### config.mk
export PLATFORM = sky130hd
export DESIGN_NAME = mux4_select_sequencer
export DESIGN_NICKNAME = d
export VERILOG_FILES = /design/src/rtl/mux4_select_sequencer_pkg.sv /design/src/rtl/mux4_select_sequencer_next_channel.sv /design/src/rtl/mux4_select_sequencer.sv
export SDC_FILE = /design/constraint.sdc
export NUM_CORES = 1
export LEC_CHECK = 0
export CORE_MARGIN = 2
export CORE_UTILIZATION = 47
export CTS_CLUSTER_DIAMETER = 40
export DETAILED_ROUTE_END_ITERATION = 10
export PLACE_DENSITY = 0.83
export SLEW_MARGIN = 20
export SYNTH_ARGS = -nofsm -noshare
export SYNTH_HDL_FRONTEND = slang
export SYNTH_SLANG_ARGS = --single-unit
export TNS_END_PERCENT = 20
### constraint.sdc
create_clock -name clk -period 2.1 [get_ports clk]
set_clock_uncertainty 0.15 [all_clocks]
set_input_delay 0.42 -clock clk [delete_from_list [all_inputs] [get_ports clk]]
set_output_delay 0.42 -clock clk [all_outputs]
set_load 0.02 [all_outputs]
### src/rtl/mux4_select_sequencer_pkg.sv
// Shared state encodings and channel geometry for the 4:1 mux select sequencer.
package mux4_select_sequencer_pkg;

    localparam int NUM_CH = 4;
    localparam int SEL_W  = 2;

    typedef enum logic [1:0] {
        IDLE    = 2'd0,
        SCAN    = 2'd1,
        PRESENT = 2'd2
    } state_t;

endpackage

### src/rtl/mux4_select_sequencer_next_channel.sv
// Channel picker: next enabled channel strictly above sel, plus the lowest enabled channel.
module mux4_next_channel
    import mux4_select_sequencer_pkg::*;
(
    input  logic [NUM_CH-1:0] mask,
    input  logic [SEL_W-1:0]  sel,
    output logic [SEL_W-1:0]  next_sel,
    output logic              is_last,
    output logic [SEL_W-1:0]  first_sel
);

    // Both searches walk downward so the lowest qualifying index is the one left standing.
    always_comb begin
        next_sel  = sel;
        is_last   = 1'b1;
        first_sel = '0;
        for (int i = NUM_CH - 1; i >= 0; i--) begin
            if (mask[i] && (i > int'(sel))) begin
                next_sel = SEL_W'(i);
                is_last  = 1'b0;
            end
            if (mask[i]) begin
                first_sel = SEL_W'(i);
            end
        end
    end

endmodule

### src/rtl/mux4_select_sequencer.sv
// Time-division scanner for a 4:1 mux: steps S over enabled channels, samples Y_in, presents a frame.
// state   | meaning: IDLE = waiting for en with a non-empty mask; SCAN = dwelling on S; PRESENT = frame offered to consumer
module mux4_select_sequencer
    import mux4_select_sequencer_pkg::*;
#(
    parameter int DWELL = 4,
    parameter int CNT_W = 8
) (
    input  logic              clk,
    input  logic              rst_n,
    input  logic              en,
    input  logic [NUM_CH-1:0] ch_mask,
    input  logic              Y_in,
    output logic [SEL_W-1:0]  S,
    output logic [NUM_CH-1:0] frame,
    output logic              frame_valid,
    input  logic              frame_ready,
    output logic              busy
);

    localparam logic [CNT_W-1:0] DWELL_LAST = CNT_W'(DWELL - 1);

    state_t            state_q, state_d;
    logic [SEL_W-1:0]  sel_q, sel_d;
    logic [CNT_W-1:0]  cnt_q, cnt_d;
    logic [NUM_CH-1:0] frame_q, frame_d;
    logic [NUM_CH-1:0] mask_q, mask_d;

    logic [NUM_CH-1:0] pick_mask;
    logic [SEL_W-1:0]  next_sel;
    logic [SEL_W-1:0]  first_sel;
    logic              is_last;

    // Outside SCAN the picker looks at the live mask so a new scan can start from its lowest channel.
    assign pick_mask = (state_q == SCAN) ? mask_q : ch_mask;

    mux4_next_channel u_next (
        .mask      (pick_mask),
        .sel       (sel_q),
        .next_sel  (next_sel),
        .is_last   (is_last),
        .first_sel (first_sel)
    );

    always_ff @(posedge clk) begin
        if (!rst_n) begin
            state_q <= IDLE;
            sel_q   <= '0;
            cnt_q   <= '0;
            frame_q <= '0;
            mask_q  <= '0;
        end else begin
            state_q <= state_d;
            sel_q   <= sel_d;
            cnt_q   <= cnt_d;
            frame_q <= frame_d;
            mask_q  <= mask_d;
        end
    end

    always_comb begin
        state_d = state_q;
        sel_d   = sel_q;
        cnt_d   = cnt_q;
        frame_d = frame_q;
        mask_d  = mask_q;
        case (state_q)
            IDLE: begin
                if (en && (ch_mask != '0)) begin
                    mask_d  = ch_mask;
                    sel_d   = first_sel;
                    cnt_d   = '0;
                    state_d = SCAN;
                end
            end
            SCAN: begin
                if (cnt_q == DWELL_LAST) begin
                    frame_d[sel_q] = Y_in;
                    cnt_d          = '0;
                    if (is_last) begin
                        state_d = PRESENT;
                    end else begin
                        sel_d = next_sel;
                    end
                end else begin
                    cnt_d = cnt_q + 1'b1;
                end
            end
            PRESENT: begin
                if (frame_ready) begin
                    frame_d = '0;
                    cnt_d   = '0;
                    if (en && (ch_mask != '0)) begin
                        mask_d  = ch_mask;
                        sel_d   = first_sel;
                        state_d = SCAN;
                    end else begin
                        sel_d   = '0;
                        state_d = IDLE;
                    end
                end
            end
            default: begin
                state_d = IDLE;
                sel_d   = '0;
                cnt_d   = '0;
                frame_d = '0;
            end
        endcase
    end

    assign S           = sel_q;
    assign frame       = frame_q;
    assign frame_valid = (state_q == PRESENT);
    assign busy        = (state_q != IDLE);

endmodule

== Word level (Yosys, flattened, before mapping) ==
Index checks and enable logic that the tools add are counted.

* Register bits after elaboration: 20
* Latch bits: 0
* Bits in writable memories: 0
* Bits in read-only memories: 0
* Input bits: 9
* Output and inout port bits: 8
* Word-level logic and storage cells: 71
* Memories: 0

* Add/subtract/negate cells: 1
* Multiply operators: 0
* Div/mod/pow operators: 0
* Magnitude comparators: 5
* Equality and inequality tests: 9
* Shifts and indexed selects: 0
* Mux-type cells: 36
* Bitwise gates (word level): 1
* Reductions and logical operators: 14

{| class="wikitable"
|+ Operator list
! operator !! number
|-
| 2-to-1 mux 2 bit || 16
|-
| 2-to-1 mux 8 bit || 3
|-
| case mux 8 bit (3 select lines) || 1
|-
| 2-to-1 mux 4 bit || 5
|-
| case mux 2 bit (3 select lines) || 2
|-
| case mux 4 bit (3 select lines) || 1
|-
| adder 8 x 1 -> 8 bit, second input constant || 1
|-
| == test 8 x 2 -> 1 bit, second input constant || 1
|-
| case mux 4 bit (2 select lines) || 1
|-
| != test 2 bit, second input constant || 3
|-
| logical AND 1 bit || 5
|-
| 2-to-1 mux 1 bit || 5
|-
| AND reduction 5 bit || 1
|-
| bitwise mux 4 bit || 1
|-
| greater-than comparator 2 bit, first input constant || 2
|-
| != test 2 x 1 -> 1 bit, second input constant || 2
|-
| != test 4 x 1 -> 1 bit, second input constant || 1
|-
| AND reduction 2 bit || 2
|-
| AND reduction 4 bit || 1
|-
| nonzero test 2 bit || 2
|-
| nonzero test 4 bit || 1
|-
| less-than comparator 2 x 3 -> 1 bit, second input constant || 1
|-
| AND reduction 3 bit || 1
|-
| demux 1 bit (select 2 bit) || 1
|-
| 6 further kinds || 6
|}

== Depth between registers and ports, before layout ==
* Word-level depth: 9
* Gate-level depth with buffers: 6

== Cells and area by module ==
A second synthesis with hierarchy kept.

* Cell total of the unflattened synthesis: 152
* Area total of the unflattened synthesis: 1201.2 um^2

{| class="wikitable"
|+ By module, submodules not included
! module !! times used !! cells each !! area an instance (um^2)
|-
| mux4_select_sequencer || 1 || 137 || 1126.1
|-
| mux4_next_channel || 1 || 15 || 75.1
|}

== Least setup slack after synthesis ==
Ideal clock, no wire load.

* Path type: register to register
* Start: reg cnt_q[0]
* End: reg frame_q[0] (netlist: frame[0])
* Data arrival time: 1808 ps
* Required time: 1836 ps
* Path slack: 28 ps
* Stages on the path, launching flop included: 7
* Period minus slack after synthesis: 2072 ps
* Cells stage by stage: dfxtp_1 -> ha_1 -> or4b_4 -> o41a_4 -> nor4_4 -> mux2i_1 -> nor2_1

* Word-level cells in the longest chain between the ends: 3

{| class="wikitable"
|+ RTL lines
! what !! RTL line !! RTL
|-
| start, declared || mux4_select_sequencer.sv:25 || <nowiki>logic [CNT_W-1:0] cnt_q, cnt_d;</nowiki>
|-
| start signal, assigned || mux4_select_sequencer.sv:55 || <nowiki>cnt_q <= cnt_d;</nowiki>
|-
| == test 8 x 2 -> 1 bit || mux4_select_sequencer.sv:77 || <nowiki>if (cnt_q == DWELL_LAST) begin</nowiki>
|-
| != test 2 x 1 -> 1 bit (no source line) || -- ||
|-
| AND reduction 3 bit (no source line) || -- ||
|-
| end signal, assigned || mux4_select_sequencer.sv:56 || <nowiki>frame_q <= frame_d;</nowiki>
|-
| end, declared || mux4_select_sequencer.sv:26 || <nowiki>logic [NUM_CH-1:0] frame_q, frame_d;</nowiki>
|}

No other way between the ends.
A chain may end at the register's enable or synchronous reset.

== Worst setup path in the final report ==
* Start: reg cnt_q[0]
* End: reg sel_q[0] (netlist: S[0])

* Word-level cells in the longest chain between the ends: 3

{| class="wikitable"
|+ RTL lines
! what !! RTL line !! RTL
|-
| == test 8 x 2 -> 1 bit || mux4_select_sequencer.sv:77 ||
|-
| != test 2 x 1 -> 1 bit (no source line) || -- ||
|-
| AND reduction 5 bit (no source line) || -- ||
|-
| end signal, assigned || mux4_select_sequencer.sv:54 || <nowiki>sel_q <= sel_d;</nowiki>
|-
| end, declared || mux4_select_sequencer.sv:24 || <nowiki>logic [SEL_W-1:0] sel_q, sel_d;</nowiki>
|}

No other way between the ends.

==> flow_summary.yaml <==
run_status:
  outcome: "finished, final reports clean"
logic_synthesis:
  yosys.cell_count.top_type: "dfxtp_1"
  synth_edf_count: 0
  ys_seq_area_share_pct: 34.1
  synth_compound_area_share_pct: 22.1
  synthMuxAreaShare_pct: 6.39
  syn_avg_cell_area_um2: 8.79
  synth-seq-cells: 19
  synthXorXnorAreaFrac_pct: 4.71
  synth-adder-area-share_pct: 1.12
  synth_top_cell_by_area: "dfxtp_1"
  synth_area_leaders: "dfxtp_1, mux2i_1, nor2b_1, nor2_1, o21ai_0"
  syn-num-nets: 137
  synth_ff_type: "dfxtp_1"
  synth-warning-count: 0
  yosysUniqueCellTypes: 40
  synthSimpleGateAreaFrac_pct: 29.0
  synth.cell_area_mm2: 0.00112
  syn_inst: 127
  ys_async_sr_fraction_pct: 0
  synth_top_family_by_area: "simple AND/OR/NAND/NOR gates"
  synth_common_cells: "dfxtp_1, nor2_1, nand2_1"
  yosysTopAreaCellShare_pct: 34.1
critical_path:
  r2r-end: "S[0]$_SDFFE_PN0P_"
  worstSetupPathDepth: 6
  critPathCaptureType: "flip-flop"
  worstPathArrival_ns: 2.14
  crit_chain: "ha_1 -> or4b_4 -> o41ai_4 -> buf_4 -> o311ai_4 -> mux2i_1"
  path_buf_inv: 1
  crit_family: "simple AND/OR/NAND/NOR gates"
  path_class: "reg2reg"
  critPathCapture: "S[0]$_SDFFE_PN0P_"
  start_kind: "flip-flop"
  rrSetupSlack_ns: 0.007
  slowest_delay_ns: 0.51
  crit_path_start: "cnt_q[0]$_SDFFE_PN0P_"
  required_ns: 2.14
  worstPathMaxFanout: 2
  critPathSlowestCell: "or4b_4"
  timing.rr.start: "cnt_q[0]$_SDFFE_PN0P_"
  reg2reg_depth: 6
pwr:
  powerDensity_mw_per_mm2: 755
  ir_drop_uv: 471
  finalPower_mw: 1.14
  leakage_nw: 0.583
cells_and_area:
  areaGrowthSynthToFinish_pct: 35.8
  final_net_count: 177
  antenna_cells: 0
  drive_above_1_share_pct: 24.7
  final_util_pct: 67.8
timing:
  fin_crit_ns: 2.09
  report.final.slew_viol_count: 0
  tightest_slew_ns: 0.631
  fin_setup_tns_ns: 0
  max_clock_freq_ghz: 0.478
  rsz0062_at_grt: "yes"
  hold_violations: 0
  holdWs_ns: 0.340
  finalCritPeriodShare_pct: 99.7
  finalSetupViolCount: 0
  post-route-worst-setup-slack_ns: 0.00657
  max-slew-margin-rel_pct: 57.6
detailed_routing:
  drt.antenna.violating_nets: 0
  viasPerCell: 5.74
  drt_iter0_markers: 47
  num_vias: 1113
  drcViolationCount: 0
  wl_per_cell_um: 15.3
  postRouteWirelength_mm: 2.98
  first_pass_iters: 6
grt:
  grt_busiest_layer: "met2"
  grt_pass1_wl_mm: 4.87
  gr-total-overflow: 0
  grt_util_met2_pct: 42.5
  grt_usage_pct: 23.8
  grt_pass1_vias: 1132
  grt_use_met3_pct: 2.86
  grt_max_degree: 14
  grtUsageMet1_pct: 28.5
  antenna_found_initial: 0
cts:
  htree_levels: 1
  cts-root-buf: "clkbuf_4"
  clock_latency_ns: 0.30
  cts_inserted_buffers: 3
  cts.clk_slew.worst_paths_ns: 0.11
  cts_tree: "built"
  cts_hold_buf: 0
  clockBufferDepth: 2
  cts_sinks: 19
min_path:
  min_path_type: "reg2reg"
floorplan:
  dieArea_mm2: 0.00278
  pin_count: 17
  rows: 17
  die_y_um: 52.7
  initial_utilization_pct: 50.0
  coreArea_mm2: 0.00223
  die_width_um: 52.7
place:
  io_buffers: 16
  gp_congestion: 0.868
  hpwl_mm: 2.14
  place_ws_ns: -0.224
flow_run:
  max-cap-violations: 0
==> layer usage <==
metal / vias up / wire length (µm)
met1: 528 / 1260
met4: 0 / 45
met3: 6 / 178
li1: 541 / -
met5: - / 0
met2: 38 / 1490
==> cells by family after synthesis <==
logic type,after synthesis
AND/OR/NAND/NOR,56
AO/OA/AOI/OAI,31
flip-flops,19
buffers and inverters,7
multiplexers,7
XOR/XNOR,6
adder cells (fa/ha/maj),1
==> power breakdown <==
group          internal (mW)  leakage (nW)  total [mW]  switching [mW]
Clock                 0.0710        0.0177       0.193           0.122
Sequential             0.393         0.156       0.422          0.0289
Combinational          0.256         0.410       0.529           0.273
Total                  0.720         0.583        1.14           0.424
==> how the worst min path moves through the flow <==
stage                                     start                    end  slack [ns]  cells past startpoint
final                     frame[1]$_SDFFE_PN0P_  frame[1]$_SDFFE_PN0P_        0.34                      2
after global routing      frame[2]$_SDFFE_PN0P_  frame[2]$_SDFFE_PN0P_        0.37                      2
after CTS                 frame[3]$_SDFFE_PN0P_  frame[3]$_SDFFE_PN0P_        0.34                      2
after detailed placement  frame[3]$_SDFFE_PN0P_  frame[3]$_SDFFE_PN0P_        0.32                      2
after global placement    frame[3]$_SDFFE_PN0P_  frame[3]$_SDFFE_PN0P_        0.31                      2
after floorplan           cnt_q[7]$_SDFFE_PN0P_  cnt_q[7]$_SDFFE_PN0P_        0.34                      2
==> per-stage QoR <==
step                instance area [µm²]  std cells
floorplan                          1120        127
global placement                   1460        188
detailed placement                 1460        188
CTS                                1480        192
global route                       1520        194
finish                             1520        194
==> what timing repair did <==
| item | 4_1_cts | 5_1_grt |
|---|---|---|
| setup endpoints to repair | 2 | 14 |
| resized for setup | 2 | 6 |
| pin swaps | 0 | 1 |
| setup buffers | 0 | 2 |
| endpoints found under the hold margin | 0 | 0 |
==> area by class of cell <==
| cell class | instances | area [µm²] |
|---|---|---|
| multi-input combinational | 101 | 717 |
| tap | 28 | 35.0 |
| sequential | 19 | 387 |
| clock buffer | 3 | 22.5 |
| clock inverter | 1 | 5.00 |
| inverter | 2 | 7.51 |
| timing repair buffer | 40 | 342 |
| fill | 181 | 718 |
==> flip-flops by register name, summed over array words and instances, names as in the netlist <==
name,flops
state_q,2
frame,4
S,2
cnt_q,8
mask_q,3
==> cell usage in the layout, fill, tap and decap left out, types with 2 or more instances in the layout <==
cell | synthesis | final
a21boi_1 | 2 | 2
a21oi_1 | 6 | 6
a31oi_1 | 2 | 2
buf_4 | 0 | 24
clkbuf_4 | 0 | 3
clkdlybuf4s50_1 | 0 | 14
dfxtp_1 | 19 | 16
dfxtp_2 | 0 | 2
inv_1 | 2 | 2
mux2i_1 | 6 | 6
nand2_1 | 10 | 10
nand2b_1 | 4 | 4
nand3_1 | 2 | 2
nand3b_1 | 2 | 2
nand4_1 | 5 | 5
nor2_1 | 11 | 11
nor2b_1 | 9 | 9
nor3_1 | 3 | 3
o21ai_0 | 8 | 7
o21ai_1 | 1 | 2
o31ai_1 | 3 | 3
or3_1 | 3 | 3
xnor2_1 | 3 | 3
xor2_1 | 3 | 3
==> worst min-delay path, cell delays in order, from the launching register on <==
cell      delay, ns
dfxtp_1        0.33
o21ai_0        0.07
a21boi_1       0.06
Power figures use the tool's default switching activity.
